## src/rtl/clk_ratio_monitor_if.sv

```systemverilog
`default_nettype none
// ============================================================================
// Module      : clk_ratio_monitor_if
// Description : Bundles the control input, the clock under test and all
//               measurement/status outputs of clk_ratio_monitor.
//               master = stimulus side, slave = monitor side.
// Revision    : 1.0  initial release
// ============================================================================
interface clk_ratio_monitor_if #(
  parameter int W = 4
);
  logic         enable;
  logic         div_clk_in;
  logic [W-1:0] measured_ratio;
  logic [W-1:0] high_len;
  logic [W-1:0] low_len;
  logic         ratio_valid;
  logic         locked;
  logic         mismatch;
  logic         overflow;

  modport master (
    output enable, div_clk_in,
    input  measured_ratio, high_len, low_len, ratio_valid, locked, mismatch, overflow
  );

  modport slave (
    input  enable, div_clk_in,
    output measured_ratio, high_len, low_len, ratio_valid, locked, mismatch, overflow
  );
endinterface
`default_nettype wire

```

## src/rtl/clk_ratio_monitor.sv

```systemverilog
`default_nettype none
// ============================================================================
// Module      : clk_ratio_monitor
// Description : Measures high phase, low phase and full period (in ref_clk
//               cycles) of a divided clock. Reports lock on a stable ratio,
//               a mismatch pulse on a ratio change while locked, and a sticky
//               overflow when a phase or the period does not fit in W bits.
//               Optional macro CLK_MON_SYNC_EN inserts a 2-flop synchronizer
//               in front of the sample flop (adds 2 cycles of latency).
// Revision    : 1.0  initial release
// ============================================================================
module clk_ratio_monitor #(
  parameter int DIV_RATIO_WIDTH = 4,
  parameter int LOCK_COUNT      = 4
) (
  input  wire logic          ref_clk,
  input  wire logic          reset,
  clk_ratio_monitor_if.slave mon
);

  localparam int               W            = DIV_RATIO_WIDTH;
  localparam logic [W-1:0]     c_CNT_MAX    = {W{1'b1}};
  localparam logic [W-1:0]     c_CNT_ONE    = {{(W-1){1'b0}}, 1'b1};
  localparam logic [3:0]       c_LOCK_COUNT = 4'(LOCK_COUNT);

  typedef enum logic [1:0] {
    IDLE      = 2'd0,
    WAIT_RISE = 2'd1,
    MEAS_HIGH = 2'd2,
    MEAS_LOW  = 2'd3
  } state_t;

  state_t       r_state;
  state_t       w_state_nxt;

  logic         w_din;
  logic         r_s;
  logic         r_prev;
  logic [W-1:0] r_cnt;
  logic [W-1:0] r_hl;
  logic [W-1:0] r_ref;
  logic [3:0]   r_lock_cnt;
  logic [3:0]   w_lock_inc;

  logic [W-1:0] r_measured_ratio;
  logic [W-1:0] r_high_len;
  logic [W-1:0] r_low_len;
  logic         r_ratio_valid;
  logic         r_locked;
  logic         r_mismatch;
  logic         r_overflow;

  logic         w_rise;
  logic         w_fall;
  logic         w_edge;
  logic [W:0]   w_sum;
  logic         w_phase_ovf;
  logic         w_sum_ovf;
  logic         w_ovf_evt;
  logic         w_done;

`ifdef CLK_MON_SYNC_EN
  logic r_sync1;
  logic r_sync2;

  // Two-flop synchronizer for a div_clk_in from an unrelated clock domain
  always_ff @(posedge ref_clk or posedge reset) begin
    if (reset) begin
      r_sync1 <= 1'b0;
      r_sync2 <= 1'b0;
    end else begin
      r_sync1 <= mon.div_clk_in;
      r_sync2 <= r_sync1;
    end
  end

  assign w_din = r_sync2;
`else
  assign w_din = mon.div_clk_in;
`endif

  // Sample flop plus delayed copy for edge detection
  always_ff @(posedge ref_clk or posedge reset) begin
    if (reset) begin
      r_s    <= 1'b0;
      r_prev <= 1'b0;
    end else begin
      r_s    <= w_din;
      r_prev <= r_s;
    end
  end

  assign w_rise = r_s & ~r_prev;
  assign w_fall = ~r_s & r_prev;
  assign w_edge = w_rise | w_fall;

  // Period is high length plus the low length counted so far, one bit wider
  // so a period that does not fit in W bits is detectable
  assign w_sum       = {1'b0, r_hl} + {1'b0, r_cnt};
  assign w_phase_ovf = (r_state != IDLE) && (r_cnt == c_CNT_MAX) && !w_edge;
  assign w_sum_ovf   = (r_state == MEAS_LOW) && w_rise && w_sum[W];
  assign w_ovf_evt   = mon.enable && (w_phase_ovf || w_sum_ovf);
  assign w_done      = mon.enable && !r_overflow && (r_state == MEAS_LOW) &&
                       w_rise && !w_sum[W];

  // Lock counter advance, saturating at the lock threshold
  assign w_lock_inc  = (r_lock_cnt == c_LOCK_COUNT) ? r_lock_cnt : r_lock_cnt + 4'd1;

  // Phase counter restarts at 1 on every edge and saturates at all-ones
  always_ff @(posedge ref_clk or posedge reset) begin
    if (reset) begin
      r_cnt <= '0;
    end else if (!mon.enable) begin
      r_cnt <= '0;
    end else if (w_edge) begin
      r_cnt <= c_CNT_ONE;
    end else if (r_cnt != c_CNT_MAX) begin
      r_cnt <= r_cnt + c_CNT_ONE;
    end
  end

  // Latch the high-phase length when the high phase ends
  always_ff @(posedge ref_clk or posedge reset) begin
    if (reset) begin
      r_hl <= '0;
    end else if (!mon.enable) begin
      r_hl <= '0;
    end else if ((r_state == MEAS_HIGH) && w_fall) begin
      r_hl <= r_cnt;
    end
  end

  // FSM state register
  always_ff @(posedge ref_clk or posedge reset) begin
    if (reset) begin
      r_state <= IDLE;
    end else begin
      r_state <= w_state_nxt;
    end
  end

  // FSM next state; overflow parks the FSM in WAIT_RISE until enable drops
  always_comb begin
    w_state_nxt = r_state;
    if (!mon.enable) begin
      w_state_nxt = IDLE;
    end else if (r_overflow || w_ovf_evt) begin
      w_state_nxt = WAIT_RISE;
    end else begin
      case (r_state)
        IDLE:      w_state_nxt = WAIT_RISE;
        WAIT_RISE: if (w_rise) w_state_nxt = MEAS_HIGH;
        MEAS_HIGH: if (w_fall) w_state_nxt = MEAS_LOW;
        MEAS_LOW:  if (w_rise) w_state_nxt = MEAS_HIGH;
        default:   w_state_nxt = IDLE;
      endcase
    end
  end

  // Result registers, lock tracking and status flags
  always_ff @(posedge ref_clk or posedge reset) begin
    if (reset) begin
      r_measured_ratio <= '0;
      r_high_len       <= '0;
      r_low_len        <= '0;
      r_ratio_valid    <= 1'b0;
      r_locked         <= 1'b0;
      r_mismatch       <= 1'b0;
      r_overflow       <= 1'b0;
      r_ref            <= '0;
      r_lock_cnt       <= 4'd0;
    end else if (!mon.enable) begin
      // Last results are kept for software to read after stopping
      r_ratio_valid    <= 1'b0;
      r_locked         <= 1'b0;
      r_mismatch       <= 1'b0;
      r_overflow       <= 1'b0;
      r_lock_cnt       <= 4'd0;
    end else begin
      r_ratio_valid    <= 1'b0;
      r_mismatch       <= 1'b0;
      if (w_ovf_evt) begin
        r_overflow     <= 1'b1;
        r_locked       <= 1'b0;
        r_lock_cnt     <= 4'd0;
      end else if (w_done) begin
        r_ratio_valid    <= 1'b1;
        r_measured_ratio <= w_sum[W-1:0];
        r_high_len       <= r_hl;
        r_low_len        <= r_cnt;
        if (r_lock_cnt == 4'd0) begin
          r_ref      <= w_sum[W-1:0];
          r_lock_cnt <= 4'd1;
          r_locked   <= (c_LOCK_COUNT == 4'd1);
        end else if (w_sum[W-1:0] == r_ref) begin
          r_lock_cnt <= w_lock_inc;
          r_locked   <= (w_lock_inc == c_LOCK_COUNT);
        end else begin
          r_ref      <= w_sum[W-1:0];
          r_lock_cnt <= 4'd1;
          r_locked   <= 1'b0;
          r_mismatch <= r_locked;
        end
      end
    end
  end

  assign mon.measured_ratio = r_measured_ratio;
  assign mon.high_len       = r_high_len;
  assign mon.low_len        = r_low_len;
  assign mon.ratio_valid    = r_ratio_valid;
  assign mon.locked         = r_locked;
  assign mon.mismatch       = r_mismatch;
  assign mon.overflow       = r_overflow;

endmodule
`default_nettype wire

```

## src/flat_wrapper.sv

```systemverilog
// flat-port wrapper written by rule: the top's interface ports become plain ports
module clk_ratio_monitor_flat 
#(
  parameter int DIV_RATIO_WIDTH = 4,
  parameter int LOCK_COUNT      = 4
)
  (ref_clk, reset, mon_enable, mon_div_clk_in, mon_measured_ratio, mon_high_len, mon_low_len, mon_ratio_valid, mon_locked, mon_mismatch, mon_overflow);
  clk_ratio_monitor_if #(.W((4))) mon_i ();
  input  wire logic ref_clk;
  input  wire logic reset;
  input wire logic [$bits(mon_i.enable)-1:0] mon_enable;
  input wire logic [$bits(mon_i.div_clk_in)-1:0] mon_div_clk_in;
  output wire logic [$bits(mon_i.measured_ratio)-1:0] mon_measured_ratio;
  output wire logic [$bits(mon_i.high_len)-1:0] mon_high_len;
  output wire logic [$bits(mon_i.low_len)-1:0] mon_low_len;
  output wire logic [$bits(mon_i.ratio_valid)-1:0] mon_ratio_valid;
  output wire logic [$bits(mon_i.locked)-1:0] mon_locked;
  output wire logic [$bits(mon_i.mismatch)-1:0] mon_mismatch;
  output wire logic [$bits(mon_i.overflow)-1:0] mon_overflow;
  assign mon_i.enable = mon_enable;
  assign mon_i.div_clk_in = mon_div_clk_in;
  assign mon_measured_ratio = mon_i.measured_ratio;
  assign mon_high_len = mon_i.high_len;
  assign mon_low_len = mon_i.low_len;
  assign mon_ratio_valid = mon_i.ratio_valid;
  assign mon_locked = mon_i.locked;
  assign mon_mismatch = mon_i.mismatch;
  assign mon_overflow = mon_i.overflow;
  clk_ratio_monitor #(.DIV_RATIO_WIDTH(DIV_RATIO_WIDTH), .LOCK_COUNT(LOCK_COUNT)) u_core (.ref_clk(ref_clk), .reset(reset), .mon(mon_i));
endmodule
```

## config.mk

```make
export PLATFORM = sky130hd
export DESIGN_NAME = clk_ratio_monitor_flat
export DESIGN_NICKNAME = d
export VERILOG_FILES = /design/src/rtl/clk_ratio_monitor_if.sv /design/src/rtl/clk_ratio_monitor.sv /design/src/flat_wrapper.sv
export SDC_FILE = /design/constraint.sdc
export NUM_CORES = 1
export LEC_CHECK = 0
export BUFFER_PORTS_ARGS = -buffer_cell sky130_fd_sc_hd__clkbuf_2
export CAP_MARGIN = 10
export CORE_MARGIN = 5
export CORE_UTILIZATION = 60
export CTS_BUF_LIST = sky130_fd_sc_hd__clkbuf_8 sky130_fd_sc_hd__clkbuf_16
export DETAILED_ROUTE_END_ITERATION = 10
export GPL_ROUTABILITY_DRIVEN = 0
export HOLD_SLACK_MARGIN = 0.06
export PLACE_DENSITY = 0.9
export SETUP_SLACK_MARGIN = 0.5
export SKIP_LAST_GASP = 1
export SYNTH_ARGS = -nofsm -noshare
export SYNTH_HDL_FRONTEND = slang
export SYNTH_SLANG_ARGS = --single-unit
```

## constraint.sdc

```tcl
create_clock -name ref_clk -period 8.22 [get_ports ref_clk]
set_clock_uncertainty 0.15 [all_clocks]
set_input_delay 1.233 -clock ref_clk [delete_from_list [all_inputs] [get_ports ref_clk]]
set_output_delay 1.233 -clock ref_clk [all_outputs]
set_load 0.02 [all_outputs]
```

; ---- Word level (Yosys, flattened, before mapping)
; Cells that the tools add are included.
[totals]
ff_bits = 36
elab_cells = 93
[classes]
n_bitwise = 6
eq_ne = 15
reduce_logical = 22
addsub = 3
n_mux = 33
[ops]
columns = op, n
row1 = 2-to-1 mux 4 bit, 13
row2 = 2-to-1 mux 1 bit, 15
row3 = logical AND 1 bit, 10
row4 = adder 4 x 1 -> 4 bit (second input constant), 2
row5 = equality test 4 x 3 -> 1 bit (second input constant), 2
row6 = 2-to-1 mux 2 bit, 4
row7 = inequality test 2 x 1 -> 1 bit (second input constant), 3
row8 = inequality test 3 x 1 -> 1 bit (second input constant), 2
row9 = case mux 2 bit (3 select lines), 1
row10 = adder 4 x 4 -> 5 bit, 1
row11 = equality test 2 bit (second input constant), 2
row12 = equality test 4 bit, 1
row13 = equality test 4 bit (second input constant), 1
row14 = zero test 4 bit, 1
row15 = inequality test 4 x 2 -> 1 bit (second input constant), 1
row16 = inequality test 4 x 3 -> 1 bit (second input constant), 1
row17 = inequality test 4 bit (second input constant), 1
row18 = AND reduction 4 bit, 1
row19 = zero test 1 bit, 3
row20 = NOT 1 bit, 3
row21 = AND reduction 3 bit, 1
row22 = AND 1 bit, 2
row23 = equality test 2 x 1 -> 1 bit (second input constant), 1
row24 = zero test 2 bit, 1
row25 = 5 further kinds, 6

; ---- Depth between registers and ports, before layout
[depth]
word_depth = 10
depth_mapped = 10
mapped_depth_nobuf = 8

; ---- Worst setup path before layout
; No wires, ideal clock.
[synth_timing]
path_kind = in2reg
start = input port mon_enable
end = register u_core.r_ref[0]
arrival_time_ps = 2577
path_slack_ps = 5368
path_buffers = 2
path_stages = 8
required_ps = 7945
path_cell_list = clkbuf_2 > nand2b_1 > a2111o_1 > or2_1 > buf_6 > clkinv_4 > o21ai_2 > mux2_4
[synth_between]
elab_chain_cells = 5
elab_cells_between_ends = 7
classes_between = bitwise: 1 / reduce/logical: 6
[synth_rtl]
columns = element, line_no
row1 = "start, declared", flat_wrapper.sv:11  ; input wire logic [$bits(mon_i.enable)-1:0] mon_enable;
row2 = logical AND 1 bit (3 in series), clk_ratio_monitor.sv:103  ; assign w_done = mon.enable && !r_overflow && (r_state == MEAS_LOW) &&
row3 = logical AND 1 bit, clk_ratio_monitor.sv:104  ; w_rise && !w_sum[W];
row4 = AND reduction 4 bit (no line) (*), --
row5 = "end signal, assigned", clk_ratio_monitor.sv:192  ; r_ref <= w_sum[W-1:0];
row6 = "end signal, assigned", clk_ratio_monitor.sv:199  ; r_ref <= w_sum[W-1:0];
row7 = "end, declared", clk_ratio_monitor.sv:41  ; logic [W-1:0] r_ref;
; Every way passes the cells marked *; elsewhere a longest branch is shown, timed or not.
; A chain may end at the register's enable or synchronous reset.

; ---- Final worst setup path
[layout_timing]
start = register u_core.r_cnt[0]
end = register u_core.r_ref[0]
[layout_between]
elab_chain_cells = 7
elab_cells_between_ends = 15
classes_between = add/sub: 1 / eq/ne: 3 / mux: 2 / bitwise: 1 / reduce/logical: 8
[layout_rtl]
columns = element, line_no
row1 = "start, declared", clk_ratio_monitor.sv:39  ; logic [W-1:0] r_cnt;
row2 = "start signal, assigned", clk_ratio_monitor.sv:116  ; r_cnt <= c_CNT_ONE;
row3 = "start signal, assigned", clk_ratio_monitor.sv:118  ; r_cnt <= r_cnt + c_CNT_ONE;
row4 = branches (longest 7 deep; another with adder 4 x 4 -> 5 bit), --
; Parallel ways; which one is timed is not known. The select of a mux whose other input is x is not followed.

==> out/results.tsv <==
metric	value	unit
largest cells by area after synthesis	dfrtp_1 (49%), nand2_1 (8.2%), ha_1 (6.2%)	
Hold WC Path Type	reg2reg	
Hold Worst Slack	0.265	ns
clock-pin slew of the registers on the worst-case setup and hold paths	0.06	ns
Main synth FF type	dfrtp_1	
vias in the first global route	1323	
DPL Wire Length	2450	µm
total wire length	3270	µm
DP Area	0.00194	mm²
Setup crit start kind	register	
status	completed	
Syn Inst Count	181	
initial antenna violation count	0	
Leakage	1.09	nW
FF-to-FF path depth	8	
most frequent cells in the layout	nand2_1 (40), dfrtp_1 (36), clkbuf_2 (19)	
CTS Sinks	36	
wire length per cell	13.8	µm
# fillers	244	
Final Max Slew Viols	0	
n_diodes	0	
critical path's largest stage delay	0.47	ns
syn avg cell area	10.1	µm²
DR vias/cell	5.64	
post-synth top area share	49.4	%
Setup TNS	0	ns
Final Cell Area	0.00202	mm²
CP arrival	3.15	ns
relative slew slack	59.1	%
critical path type	reg2reg	
Die Footprint	0.00424	mm²
GRT overflow	0	
setup violators final	0	
IO Port Bufs	19	
Yosys top cell by area	dfrtp_1	
hold buffer count at CTS	0	
Mapped Area	0.00182	mm²
Clock Latency Late Sink	0.29	ns
Vias	1337	
Fin. Hold Viols	0	
worst reg-to-reg setup slack	5.10	ns
DRT antenna net count	0	
largest net degree at the start of global routing	37	
layout cells sized above 1	16.2	%
gr usage total	17.8	%
sequential area share after synthesis	49.4	%
fin crit period	3.12	ns
FF-to-FF End	u_core.r_ref[0]$_DFFE_PP0P_	
Area Growth Syn to Fin	10.8	%
Synthesized Nets	195	
RSZ-0062 raised after global routing	false	
nets	218	
FP Rows	20	
Pwr Density	168	mW/mm²
maximum clock frequency	0.320	GHz
die height	65.1	µm
DRC	0	
drt initial violations	40	
I/O Pins	20	
TritonRoute pass-1 iters	4	
cts bufs inserted	5	
postcts setup bufs	0	
post-synth cell types	47	
crit end category	register	
slowest CP cell	dfrtp_1	
Slew @ Worst Pin	0.614	ns
Clock Tree Root	clkbuf_8	
mux share of post-synthesis cell area	4.39	%
fin crit share	38.0	%
CTS tree	done	
xor-xnor portion of the synthesized cell area	3.36	%
worst vdd ir	109	µV
Worst Path Required	8.25	ns
Seq cells post-synth	36	
max cap viols	0	
die extent in x	65.1	µm
Bufs on Longest Clock Path	2	
simple-gate portion of the synthesized area	21.1	%
initial core utilization	61.2	%
Worst setup endpoint	u_core.r_ref[0]$_DFFE_PP0P_	
Resize count post-CTS	0	
core area	0.00298	mm²
CP Max Fanout	17	
Synth Warn #	0	
H-tree depth	2	
commonest non-fill, non-tap cell in the layout	nand2_1	
Post-synth EDFFs	0	
Synth Area in Adders	7.28	%
first-pass GRT wire length	5690	µm
asr flop ratio synth	100	%
Setup crit start	u_core.r_cnt[0]$_DFFE_PP0P_	
largest family of logic cells by synthesized area	simple AND/OR/NAND/NOR gates	
crit path cell chain	ha_1 -> fa_1 -> a21o_1 -> a2111o_1 -> or2_1 -> clkinv_4 -> o21ai_2 -> mux2_4	
Synth Area in Compound Gates	11.2	%
worst r2r src	u_core.r_cnt[0]$_DFFE_PP0P_	
sequential cells by signal (all words and copies together) (netlist names):
| register | flops |
|---|---|
| u_core.r_s | 1 |
| u_core.r_prev | 1 |
| u_core.r_hl | 4 |
| u_core.r_cnt | 4 |
| u_core.mon.mismatch | 1 |
| u_core.mon.low_len | 4 |
| u_core.r_lock_cnt | 4 |
| u_core.mon.locked | 1 |
| u_core.mon.high_len | 4 |
| u_core.r_ref | 4 |
| u_core.mon.ratio_valid | 1 |
| u_core.r_state | 2 |
| u_core.mon.measured_ratio | 4 |
| u_core.mon.overflow | 1 |
layout make-up:
| type | instances | area, µm² | share of cell area (%) |
|---|---|---|---|
| sequential | 36 | 901 | 44.6 |
| clock inverter | 2 | 8.76 | 0.434 |
| multi-input combinational | 133 | 862 | 42.7 |
| tap | 33 | 41.3 | 2.04 |
| inverter | 8 | 35.0 | 1.73 |
| timing repair buffer | 20 | 103 | 5.08 |
| clock buffer | 5 | 68.8 | 3.41 |
stage by stage:
stage / power, mW / setup WS, ns / cells / utilization (%)
6_report: 0.339 / 5.10 / 237 / 67.8
5_1_grt: 0.356 / 4.95 / 237 / 67.8
4_1_cts: 0.344 / 5.08 / 237 / 67.8
3_5_place_dp: 0.230 / 4.95 / 230 / 65.2
3_3_place_gp: 0.229 / 5.04 / 230 / 65.2
2_1_floorplan: 0.219 / 5.37 / 181 / -
cell families after synthesis:
family	after synthesis
compound gates	27
xor+xnor	7
fa+ha+maj	10
buf+inv	12
flops	36
mux	7
simple gates	82
power breakdown:
group | total [mW] | internal, mW | leakage (nW) | switching, mW
clock | 0.113 | 0.0562 | 0.0452 | 0.0567
sequential | 0.192 | 0.185 | 0.488 | 0.00673
combinational | 0.0347 | 0.0131 | 0.552 | 0.0217
how the worst min path moves through the flow:
stage,slack [ns],depth (start not counted),to,from
4_1_cts,0.27,0,u_core.r_prev$_DFF_PP0_,u_core.r_s$_DFF_PP0_
2_1_floorplan,0.23,0,u_core.r_prev$_DFF_PP0_,u_core.r_s$_DFF_PP0_
5_1_grt,0.30,0,u_core.r_prev$_DFF_PP0_,u_core.r_s$_DFF_PP0_
3_5_place_dp,0.25,0,u_core.r_prev$_DFF_PP0_,u_core.r_s$_DFF_PP0_
6_report,0.27,0,u_core.r_prev$_DFF_PP0_,u_core.r_s$_DFF_PP0_
3_3_place_gp,0.24,0,u_core.r_prev$_DFF_PP0_,u_core.r_s$_DFF_PP0_
critical path: cells and delay by family (launching register included):
kind / cells / cell delay [ns]
flip-flops: 1 / 0.47
AO/OA/AOI/OAI: 3 / 0.75
buffers and inverters: 1 / 0.22
adder cells (fa/ha/maj): 2 / 0.65
AND/OR/NAND/NOR: 1 / 0.46
multiplexers: 1 / 0.31
synth_stat cells (3+ instances only):
master and n:
nor3_1 4, ha_1 9, nor2b_1 7, xor2_1 3, nor2_1 13, nand2_1 40, xnor2_1 4, inv_1 7
a21oi_1 6, mux2i_1 5, dfrtp_1 36, nand3_1 4, o21ai_0 4
per-layer routing:
layer / up-vias / wire [µm] / global-route usage, %
li1: 662 / - / -
met1: 643 / 1440 / 20.2
met2: 27 / 1620 / 30.3
met3: 5 / 152 / 4.10
met4: 0 / 53 / 10.9
met5: - / 0 / 0
Power figures use the tool's default switching activity.
